File: config.mk
export PLATFORM = sky130hd
export DESIGN_NAME = controle_pc_flat
export DESIGN_NICKNAME = d
export VERILOG_FILES = /design/src/rtl/controle_pc_pkg.sv /design/src/rtl/controle_pc_if.sv /design/src/rtl/pilha_retorno.sv /design/src/rtl/controle_pc.sv /design/src/flat_wrapper.sv
export SDC_FILE = /design/constraint.sdc
export NUM_CORES = 1
export LEC_CHECK = 0
export CAP_MARGIN = 30
export CORE_MARGIN = 8
export CORE_UTILIZATION = 40
export DETAILED_ROUTE_END_ITERATION = 8
export PLACE_DENSITY = 0.66
export SETUP_SLACK_MARGIN = 0.2
export SLEW_MARGIN = 30
export SYNTH_ARGS = -nofsm -noshare
export SYNTH_HDL_FRONTEND = slang
export SYNTH_SLANG_ARGS = --single-unit
File: constraint.sdc
create_clock -name clk -period 7.05 [get_ports clk]
set_clock_uncertainty 0.05 [all_clocks]
set_input_delay 1.41 -clock clk [delete_from_list [all_inputs] [get_ports clk]]
set_output_delay 1.41 -clock clk [all_outputs]
set_load 0.02 [all_outputs]
File: src/rtl/controle_pc_pkg.sv
// Shared types and constants for the next-PC sequencer and its return-address stack.
package controle_pc_pkg;

    typedef enum logic [1:0] {BOOT, RUN, TRAP, HALT} estado_t;

    // Where proximo_Pc comes from in the current cycle.
    typedef enum logic [2:0] {SEQ, BR, JMP, RET, EPC, TVEC, HOLD} fonte_t;

    localparam logic [31:0] RESET_VEC_PADRAO = 32'h0000_0000;
    localparam logic [31:0] TRAP_VEC_PADRAO  = 32'h0000_0100;
    localparam int          PC_INC           = 4;

endpackage

File: src/rtl/controle_pc_if.sv
// Bundle between the core datapath (master) and the next-PC sequencer (slave).
// No valid/ready handshake: every request is a level sampled each cycle, and the
// sequencer answers combinationally on proximo_Pc in the same cycle.
interface controle_pc_if #(parameter int XLEN = 32);
    import controle_pc_pkg::*;

    logic [XLEN-1:0] atual_Pc;
    logic            branch_taken;
    logic [XLEN-1:0] branch_alvo;
    logic            jump;
    logic            call;
    logic [XLEN-1:0] jump_alvo;
    logic            ret;
    logic            trap;
    logic            mret;
    logic            stall;
    logic            halt;
    logic [XLEN-1:0] proximo_Pc;
    logic [XLEN-1:0] epc;
    logic            instr_valida;
    logic            halted;
    logic            ras_vazio;
    logic            ras_cheio;
    logic            ras_miss;
    estado_t         estado;

    modport master (
        output atual_Pc, branch_taken, branch_alvo, jump, call, jump_alvo,
               ret, trap, mret, stall, halt,
        input  proximo_Pc, epc, instr_valida, halted, ras_vazio, ras_cheio,
               ras_miss, estado
    );

    modport slave (
        input  atual_Pc, branch_taken, branch_alvo, jump, call, jump_alvo,
               ret, trap, mret, stall, halt,
        output proximo_Pc, epc, instr_valida, halted, ras_vazio, ras_cheio,
               ras_miss, estado
    );

endinterface

File: src/rtl/pilha_retorno.sv
// Circular return-address stack: when full, a push silently overwrites the oldest entry.
module pilha_retorno #(
    parameter int XLEN  = 32,
    parameter int DEPTH = 4
) (
    input  logic            clk,
    input  logic            rst,
    input  logic            push,
    input  logic            pop,
    input  logic [XLEN-1:0] dado,
    output logic [XLEN-1:0] topo,
    output logic            vazio,
    output logic            cheio
);
    localparam int PW = $clog2(DEPTH);

    logic [XLEN-1:0] mem [DEPTH];
    logic [PW-1:0]   ptr;
    logic [PW:0]     cnt;
    logic [PW-1:0]   wr_idx;
    logic            faz_pop;

    assign vazio   = (cnt == '0);
    assign cheio   = (cnt == (PW+1)'(DEPTH));
    assign topo    = mem[ptr];
    assign faz_pop = pop && !vazio;
    // Push+pop replaces the top in place; a plain push goes one slot above it.
    assign wr_idx  = faz_pop ? ptr : ptr + 1'b1;

    always_ff @(posedge clk) begin
        if (rst) begin
            ptr <= '0;
            cnt <= '0;
        end else if (push && !faz_pop) begin
            ptr <= ptr + 1'b1;
            if (!cheio) cnt <= cnt + 1'b1;
        end else if (faz_pop && !push) begin
            ptr <= ptr - 1'b1;
            cnt <= cnt - 1'b1;
        end
    end

    always_ff @(posedge clk) begin
        if (!rst && push) mem[wr_idx] <= dado;
    end

endmodule

File: src/rtl/controle_pc.sv
// Next-PC sequencer: fixed-priority request arbitration, trap/halt FSM, epc and RAS ownership.
module controle_pc
    import controle_pc_pkg::*;
#(
    parameter int              XLEN      = 32,
    parameter logic [XLEN-1:0] RESET_VEC = RESET_VEC_PADRAO,
    parameter logic [XLEN-1:0] TRAP_VEC  = TRAP_VEC_PADRAO,
    parameter int              RAS_DEPTH = 4
) (
    input  logic         clk,
    input  logic         rst,
    controle_pc_if.slave bus
);
    estado_t         estado, nxt;
    fonte_t          sel, cand;
    logic [XLEN-1:0] epc_q, epc_d, cand_pc, seq_pc, topo;
    logic            epc_we, push, pop, miss, valida, vazio, cheio;

    assign seq_pc = bus.atual_Pc + XLEN'(PC_INC);

    function automatic logic [XLEN-1:0] pc_de(input fonte_t s);
        case (s)
            SEQ:     return seq_pc;
            BR:      return bus.branch_alvo;
            JMP:     return bus.jump_alvo;
            RET:     return topo;
            EPC:     return epc_q;
            TVEC:    return TRAP_VEC;
            default: return bus.atual_Pc;
        endcase
    endfunction

    pilha_retorno #(.XLEN(XLEN), .DEPTH(RAS_DEPTH)) u_ras (
        .clk(clk), .rst(rst), .push(push), .pop(pop), .dado(seq_pc),
        .topo(topo), .vazio(vazio), .cheio(cheio)
    );

    always_ff @(posedge clk) begin
        if (rst) begin
            estado <= BOOT;
            epc_q  <= '0;
        end else begin
            estado <= nxt;
            if (epc_we) epc_q <= epc_d;
        end
    end

    always_comb begin
        nxt     = estado;
        sel     = HOLD;
        cand    = HOLD;
        cand_pc = '0;
        valida  = 1'b0;
        miss    = 1'b0;
        push    = 1'b0;
        pop     = 1'b0;
        epc_we  = 1'b0;
        epc_d   = bus.atual_Pc;
        case (estado)
            BOOT: nxt = RUN;
            RUN: begin
                valida = 1'b1;
                if (bus.halt || bus.stall) cand = HOLD;
                else if (bus.mret)         cand = EPC;
                else if (bus.ret)          cand = vazio ? JMP : RET;
                else if (bus.call || bus.jump) cand = JMP;
                else if (bus.branch_taken) cand = BR;
                else                       cand = SEQ;
                cand_pc = pc_de(cand);
                // A misaligned target never reaches the fetch; it traps at the current PC.
                if (bus.trap || cand_pc[1:0] != 2'b00) begin
                    sel    = TVEC;
                    epc_we = 1'b1;
                    nxt    = TRAP;
                end else begin
                    sel = cand;
                    if (bus.halt) nxt = HALT;
                    else if (!bus.stall && !bus.mret) begin
                        if (bus.ret) begin
                            miss = vazio;
                            pop  = 1'b1;
                        end
                        push = bus.call;
                    end
                end
            end
            TRAP: nxt = RUN;
            HALT: begin
                if (bus.trap) begin
                    sel    = TVEC;
                    epc_we = 1'b1;
                    epc_d  = seq_pc;
                    nxt    = TRAP;
                end
            end
            default: nxt = BOOT;
        endcase
        if (rst) begin
            nxt    = BOOT;
            valida = 1'b0;
            miss   = 1'b0;
            push   = 1'b0;
            pop    = 1'b0;
            epc_we = 1'b0;
        end
    end

    assign bus.proximo_Pc   = (rst || estado == BOOT) ? RESET_VEC : pc_de(sel);
    assign bus.epc          = epc_q;
    assign bus.instr_valida = valida;
    assign bus.halted       = (estado == HALT) && !rst;
    assign bus.ras_vazio    = vazio;
    assign bus.ras_cheio    = cheio;
    assign bus.ras_miss     = miss;
    assign bus.estado       = estado;

endmodule

File: src/flat_wrapper.sv
// flat-port wrapper written by rule: the top's interface ports become plain ports
module controle_pc_flat import controle_pc_pkg::*;
#(
    parameter int              XLEN      = 32,
    parameter logic [XLEN-1:0] RESET_VEC = RESET_VEC_PADRAO,
    parameter logic [XLEN-1:0] TRAP_VEC  = TRAP_VEC_PADRAO,
    parameter int              RAS_DEPTH = 4
)
  (clk, rst, bus_atual_Pc, bus_branch_taken, bus_branch_alvo, bus_jump, bus_call, bus_jump_alvo, bus_ret, bus_trap, bus_mret, bus_stall, bus_halt, bus_proximo_Pc, bus_epc, bus_instr_valida, bus_halted, bus_ras_vazio, bus_ras_cheio, bus_ras_miss, bus_estado);
  controle_pc_if #(.XLEN(XLEN)) bus_i ();
  input  logic clk;
  input  logic rst;
  input wire logic [$bits(bus_i.atual_Pc)-1:0] bus_atual_Pc;
  input wire logic [$bits(bus_i.branch_taken)-1:0] bus_branch_taken;
  input wire logic [$bits(bus_i.branch_alvo)-1:0] bus_branch_alvo;
  input wire logic [$bits(bus_i.jump)-1:0] bus_jump;
  input wire logic [$bits(bus_i.call)-1:0] bus_call;
  input wire logic [$bits(bus_i.jump_alvo)-1:0] bus_jump_alvo;
  input wire logic [$bits(bus_i.ret)-1:0] bus_ret;
  input wire logic [$bits(bus_i.trap)-1:0] bus_trap;
  input wire logic [$bits(bus_i.mret)-1:0] bus_mret;
  input wire logic [$bits(bus_i.stall)-1:0] bus_stall;
  input wire logic [$bits(bus_i.halt)-1:0] bus_halt;
  output wire logic [$bits(bus_i.proximo_Pc)-1:0] bus_proximo_Pc;
  output wire logic [$bits(bus_i.epc)-1:0] bus_epc;
  output wire logic [$bits(bus_i.instr_valida)-1:0] bus_instr_valida;
  output wire logic [$bits(bus_i.halted)-1:0] bus_halted;
  output wire logic [$bits(bus_i.ras_vazio)-1:0] bus_ras_vazio;
  output wire logic [$bits(bus_i.ras_cheio)-1:0] bus_ras_cheio;
  output wire logic [$bits(bus_i.ras_miss)-1:0] bus_ras_miss;
  output wire logic [$bits(bus_i.estado)-1:0] bus_estado;
  assign bus_i.atual_Pc = bus_atual_Pc;
  assign bus_i.branch_taken = bus_branch_taken;
  assign bus_i.branch_alvo = bus_branch_alvo;
  assign bus_i.jump = bus_jump;
  assign bus_i.call = bus_call;
  assign bus_i.jump_alvo = bus_jump_alvo;
  assign bus_i.ret = bus_ret;
  assign bus_i.trap = bus_trap;
  assign bus_i.mret = bus_mret;
  assign bus_i.stall = bus_stall;
  assign bus_i.halt = bus_halt;
  assign bus_proximo_Pc = bus_i.proximo_Pc;
  assign bus_epc = bus_i.epc;
  assign bus_instr_valida = bus_i.instr_valida;
  assign bus_halted = bus_i.halted;
  assign bus_ras_vazio = bus_i.ras_vazio;
  assign bus_ras_cheio = bus_i.ras_cheio;
  assign bus_ras_miss = bus_i.ras_miss;
  assign bus_estado = bus_i.estado;
  controle_pc #(.XLEN(XLEN), .RESET_VEC(RESET_VEC), .TRAP_VEC(TRAP_VEC), .RAS_DEPTH(RAS_DEPTH)) u_core (.clk(clk), .rst(rst), .bus(bus_i));
endmodule
==> run metrics, run 1 <==
most common cell after layout, fill and taps aside=clkdlybuf4s50_1; CTS Buf Count=17; Syn. warnings=0; Worst Hold Depth=2; Yosys top cell by area=edfxtp_1; Tcrit/Tclk final=91.88%; Tmin final=about 6.5 ns; Cell variety after synth=68; Vias=~7,600; layout cells sized above 1=13.35%; number of vias per cell=a little over 6; Sw Ratio=about a quarter; Avg Synthesized Cell Area=roughly 11 µm²; most frequent cells in the layout=clkdlybuf4s50_1, edfxtp_1, nor2_1; Slew @ Worst Pin=between 0.9 and 1 ns; P per Cell Area=~220 mW/mm²; Yosys top cell area share=43.74%; wirelength, routed=between 30,000 and 40,000 µm; Worst Reg-to-Reg Cells=8; Final WS setup=roughly 0.57 ns; RD Place Congestion=approximately 0.89; IO buf count=~180; die height=around 160 µm; total grt overflow=0; Die W=around 160 µm; Hold Vio Cnt, Final=0; sequential power share=about 44%; Yosys reg bits=approximately 170; Final Slew Violations=0; fin util=roughly 53%; worst skew pair latency=approximately 0.43 ns; WP data required=5.59 ns; Mapped Cells=774; final net count=roughly 1,100; H-tree Lvls=4; Comb pwr share=16.4%; Pre-Repair DR Iteration Count=5; clock slew at reported path FFs=0.06 ns; Iter 0 DRT Violations=716; Post-synth EDFFs=between 100 and 150; worst-path fanout max=30; internal power=~0.0018 W; vias in the first global route=approximately 7,500; Initial Util=between 40% and 50%; largest net degree at the start of global routing=48; dpl hpwl=roughly 21,000 µm; CTS Root Cell=clkbuf_16; CP arrival=between 5 and 6 ns; Slew HR=between 30% and 40%; CP Launch Type=input pin; Max VDD drop=approximately 0.17 mV; Synth Flop Type=edfxtp_1; initial antenna violation count=0; Crit Path Class=in -> out; clock group share of total power=about two fifths; postcts setup bufs=0; Sw Pwr=around 0.00066 W; DP Worst Slack=approximately 0.54 ns; Mapped Area=0.008788 mm²; Leakage=roughly 3.7 nW; antenna-violating nets left=0; Total GRT Usage=22.19%; Async SR Flop Fraction=0%; Top Ports=roughly 180; num rows=between 50 and 60; overall die area=0.02697 mm²; register area share after synthesis=a little over half; hold buffer count at cts=0; first-pass GRT wire length=45,110 µm; PostCTS Resize Cnt=0; CP endpoint kind=output pin; setup TNS=0 ns; outcome=complete, no violations; TritonCTS clock tree=done; HP Class=reg -> reg; number of remaining DRC errors=0; Max Cap Viol=0; largest cells by area after synthesis=edfxtp_1, dfxtp_1, mux4_2; Fmax=~0.15 GHz; wire length per cell=~24 µm; Post-Syn Nets=roughly 880; final setup fails=0; unrepaired setup endpoints after global routing=no; Area growth, synth to finish=31.96%; Clock Tree Buf Depth=2; Core Region=between 0.02 and 0.025 mm²; CTS sink count=around 170
-- registers in the layout, summed over array words and instances, names as in the netlist, named ones only --
signal and count:
u_core.u_ras.mem 128, u_core.bus.estado 2, u_core.u_ras.ptr 2, u_core.u_ras.cnt 3, u_core.bus.epc 32
-- critical path: stages --
cell	delay, ns
clkdlybuf4s50_1	0.56
or4b_4	0.62
a31oi_4	0.30
nor4_2	0.12
a21oi_4	0.41
o31a_1	0.29
buf_12	0.22
a21oi_1	0.06
a21oi_1	0.33
clkdlybuf4s50_1	0.68
-- power groups by stage --
stage / Clock [W] / Sequential, W / Combinational (W)
2_1_floorplan: 0 / 0.00114 / 0.000175
3_3_place_gp: 0 / 0.00113 / 0.000400
3_5_place_dp: 0 / 0.00113 / 0.000403
4_1_cts: 0.000983 / 0.00111 / 0.000406
5_1_grt: 0.00103 / 0.00111 / 0.000434
6_report: 0.000977 / 0.00111 / 0.000409
-- routing by layer --
layer | wire [µm] | global-route usage (%) | vias to the layer above
met3 | 2414 | 4.060 | 46
met4 | 595 | 7.066 | 0
li1 | - | - | 3374
met5 | 0 | 0 | -
met2 | 14700 | 36.64 | 388
met1 | 12510 | 29.05 | 3784
-- cell type report --
| cell class | instances | area, µm² |
|---|---|---|
| clock inverters | 15 | 187.7 |
| flip-flops and latches | 169 | 4666 |
| clock buffers | 17 | 425.4 |
| diodes | 1 | 2.502 |
| repair buffers | 210 | 2037 |
| fillers | 1813 | 10090 |
| inverters | 6 | 22.52 |
| multi-input cells | 542 | 3906 |
| well taps | 280 | 350.3 |
-- logic make-up (layout without fill, tap and decap cells) --
family          after synthesis  count (layout)  share of synthesized area (%)
compound gates              214             214                          16.40
xor+xnor                     34              34                          3.388
fa+ha+maj                     3               3                         0.5125
buf+inv                      63             248                          3.118
flops                       169             169                          53.08
mux                          38              38                          8.827
other cells                   0               1                              0
simple gates                253             253                          14.68
-- cell usage after synthesis (2+ instances only) --
cell / number
nand4_1: 8
buf_6: 2
mux4_2: 31
o32ai_1: 2
nor2_4: 2
a221oi_1: 24
a31o_2: 3
o21a_1: 3
buf_2: 14
ha_1: 2
o31a_1: 2
o21ai_0: 48
nor3_1: 20
a22o_1: 3
nor4_2: 2
and3_1: 6
nor2_1: 75
nand3_1: 27
nand2_1: 64
clkbuf_1: 36
a22oi_1: 24
nor4_1: 17
buf_1: 3
mux2_2: 2
nor3_4: 4
nand2b_1: 2
a21o_1: 4
a21oi_1: 45
a311oi_1: 7
dfxtp_1: 41
xnor2_1: 21
a31oi_1: 28
edfxtp_1: 128
and4_1: 3
inv_1: 6
or3_1: 6
a32oi_1: 2
and2_1: 5
xor2_1: 13
o211ai_1: 4
nor3b_1: 4
o22ai_1: 2
mux2i_1: 4
-- through the flow --
step                hold slack [ns]  cells  total power [W]  cell area, µm²
finish                       0.4524   1240         0.002494           11600
detailed placement           0.4446   1204         0.001532           10960
floorplan                    0.4777    774         0.001318            8788
CTS                          0.4538   1236         0.002497           11570
global route                 0.4799   1239         0.002570           11590
global placement             0.4336   1204         0.001529           10950
-- final timing paths --
path                                startpoint                          endpoint  slack [ns]
max                                    bus_ret                bus_proximo_Pc[21]        0.57
min            u_core.bus.epc[24]$_SDFFE_PP0P_   u_core.bus.epc[24]$_SDFFE_PP0P_        0.45
max reg2reg  u_core.bus.estado[0]$_SDFFE_PP0P_  u_core.u_ras.mem[0][4]$_DFFE_PP_        3.12
min reg2reg    u_core.bus.epc[24]$_SDFFE_PP0P_   u_core.bus.epc[24]$_SDFFE_PP0P_        0.45
Note: power is estimated with default switching activity, not from simulation.
==> run 2, diff against run 1 <==
--- a/config.mk
+++ b/config.mk
@@ -6,10 +6,12 @@
 export NUM_CORES = 1
 export LEC_CHECK = 0
 export CAP_MARGIN = 30
+export CELL_PAD_IN_SITES_DETAIL_PLACEMENT = 0
+export CELL_PAD_IN_SITES_GLOBAL_PLACEMENT = 2
 export CORE_MARGIN = 8
-export CORE_UTILIZATION = 40
+export CORE_UTILIZATION = 34
 export DETAILED_ROUTE_END_ITERATION = 8
-export PLACE_DENSITY = 0.66
+export PLACE_DENSITY = 0.82
 export SETUP_SLACK_MARGIN = 0.2
 export SLEW_MARGIN = 30
 export SYNTH_ARGS = -nofsm -noshare
==> run metrics, run 2 (synthesis gave the netlist of run 1 again) <==
outcome=complete, no violations; Area growth, synth to finish=32.35%; wire length per cell=24.56 µm (+0.79%); P per Cell Area=212.3 mW/mm² (-1.3%); Hold Vio Cnt, Final=0 (unchanged); wire length on met2=15,290 µm (+4.0%); Reg area=0.004666 mm² (unchanged); initial antenna violation count=0 (unchanged); final net count=1,054 (-0.095%); Fmax=0.1531 GHz (-0.85%); Top Ports=177 (unchanged); overall die area=0.03125 mm² (+16%); DP Worst Slack=0.5493 ns (+0.01238 ns); final setup fails=0 (unchanged); worst skew pair latency=0.44 ns (about the same); PostCTS Resize Cnt=0 (unchanged); CP Cell Sequence=clkdlybuf4s50_1 -> ha_1 -> nand4_1 -> or4_1 -> nor2_1 -> nand3_1 -> xnor2_1 -> a221oi_1 -> a21oi_1 -> clkdlybuf4s50_1; first-pass GRT wire length=46,810 µm (+3.8%); most common cell after layout, fill and taps aside=clkdlybuf4s50_1; CP top delay family=buffers and inverters; Worst path slowest cell=clkdlybuf4s50_1; worst-path fanout max=8 (-73%); area of the multi-input gates=0.003901 mm² (-0.13%); antenna-violating nets left=0 (unchanged); HP Class=reg -> reg; Final Slew Violations=0 (unchanged); CP endpoint kind=output pin; Tmin final=6.533 ns (+0.05539 ns); layout cells sized above 1=13.36% (+0.014 points); most frequent cells in the layout=clkdlybuf4s50_1, edfxtp_1, nor2_1; setup TNS=0 ns (unchanged); H-tree Lvls=4 (unchanged); Max Cap Viol=0 (unchanged); number of remaining DRC errors=0 (unchanged); ant diodes=0 (-1); IO buf count=176 (unchanged); Die W=176.8 µm (+7.6%); unrepaired setup endpoints after global routing=no; Core Region=0.02569 mm² (+18%); Crit Path Class=in -> out; CTS sink count=169 (unchanged); clock slew at reported path FFs=0.07 ns (about the same); Slew @ Worst Pin=0.9521 ns (+0.02749 ns); Leakage=3.730 nW (-0.42%); CP arrival=5.07 ns (+0.05 ns); WL met1=13,540 µm (+8.2%); postcts setup bufs=0 (unchanged); cell mode on critical path=clkdlybuf4s50_1; number of vias per cell=5.742 (-6.2%); Top reg by flops=u_core.u_ras.mem; total grt overflow=0 (unchanged); Final WS setup=0.5168 ns (-0.05539 ns); num rows=59 (+9.3%); wirelength, routed=31,760 µm (+5.1%); Slew HR=36.53% (-1.8 points); worst path bufs/invs=2 (-1); hold buffer count at cts=0 (unchanged); vias in the first global route=7,292 (-3.0%); met3 WL=2301 µm (-4.7%); RD Place Congestion=0.8360 (-6.4%); Largest register FFs=128 (unchanged); Pre-Repair DR Iteration Count=5 (unchanged); dpl hpwl=21,830 µm (+4.6%); Crit path largest cell delay=0.66 ns (-0.02 ns); Initial Util=34.21% (-6.3 points); Top Metal Used=met4; die height=176.8 µm (+7.6%); CTS Buf Count=17 (unchanged); Max VDD drop=0.1651 mV (-4.2%); Tcrit/Tclk final=92.67% (+0.79 points); filler instances=2,426 (+34%); Clock Tree Buf Depth=2 (unchanged); CP Launch Type=input pin; CTS Root Cell=clkbuf_16; TritonCTS clock tree=done; largest net degree at the start of global routing=48 (unchanged); Iter 0 DRT Violations=678 (-5.3%); WP data required=5.59 ns (about the same); Total GRT Usage=20.11% (-2.1 points); Vias=7,424 (-2.2%)
## run 2: cell count changes in the layout (fill, tap and decap cells not counted), sizes merged
cell / previous run / this run
buf: 35 / 34
bufinv: 3 / 2
clkbuf: 17 / 18
clkinv: 4 / 5
diode: 1 / 0
inv: 12 / 11
## run 2: cell type report
type	count	area share, %
repair buffers	209	17.45
flip-flops and latches	169	40.11
clock inverters	14	1.409
well taps	335	3.604
inverters	6	0.1936
multi-input cells	542	33.54
clock buffers	18	3.690
## run 2: power by group
part	switching (W)	internal [W]
registers	0.0000206	0.00109
clock network	0.000422	0.000532
logic	0.000230	0.000177
total	0.000673	0.00180
## run 2: metrics by stage
stage / hold WS (ns) / cell area, µm² / utilization, % / std cells / power [W]
3_3_place_gp: 0.4338 / 11040 / 42.96 / 1261 / 0.001535
3_5_place_dp: 0.4456 / 11040 / 42.97 / 1261 / 0.001536
2_1_floorplan: 0.4777 / 8788 / - / 774 / 0.001318
5_1_grt: 0.4802 / 11630 / 45.28 / 1293 / 0.002549
6_report: 0.4567 / 11630 / 45.28 / 1293 / 0.002469
4_1_cts: 0.4620 / 11630 / 45.28 / 1293 / 0.002483
## run 2: layer usage
layer | global-route usage (%) | vias up
li1 | - | 3373
met1 | 26.13 | 3699
met2 | 32.90 | 307
met3 | 4.993 | 45
met4 | 5.429 | 0
met5 | 0 | -
## run 2: worst paths after layout
check,from,end,slack (ns),cells after the start
setup / recovery,bus_atual_Pc[3],bus_proximo_Pc[30],0.52,10
setup reg to reg,u_core.bus.estado[0]$_SDFFE_PP0P_,u_core.u_ras.mem[0][4]$_DFFE_PP_,3.01,8
hold reg to reg,u_core.bus.epc[17]$_SDFFE_PP0P_,u_core.bus.epc[17]$_SDFFE_PP0P_,0.46,2
hold / removal,u_core.bus.epc[17]$_SDFFE_PP0P_,u_core.bus.epc[17]$_SDFFE_PP0P_,0.46,2
## run 2: tightest hold or removal path, delay by kind of cell, from the launching register on
family | cells | cell delay (ns)
DFF | 1 | 0.33
and+or+nand+nor | 1 | 0.06
AOI/OAI and AO/OA | 1 | 0.07
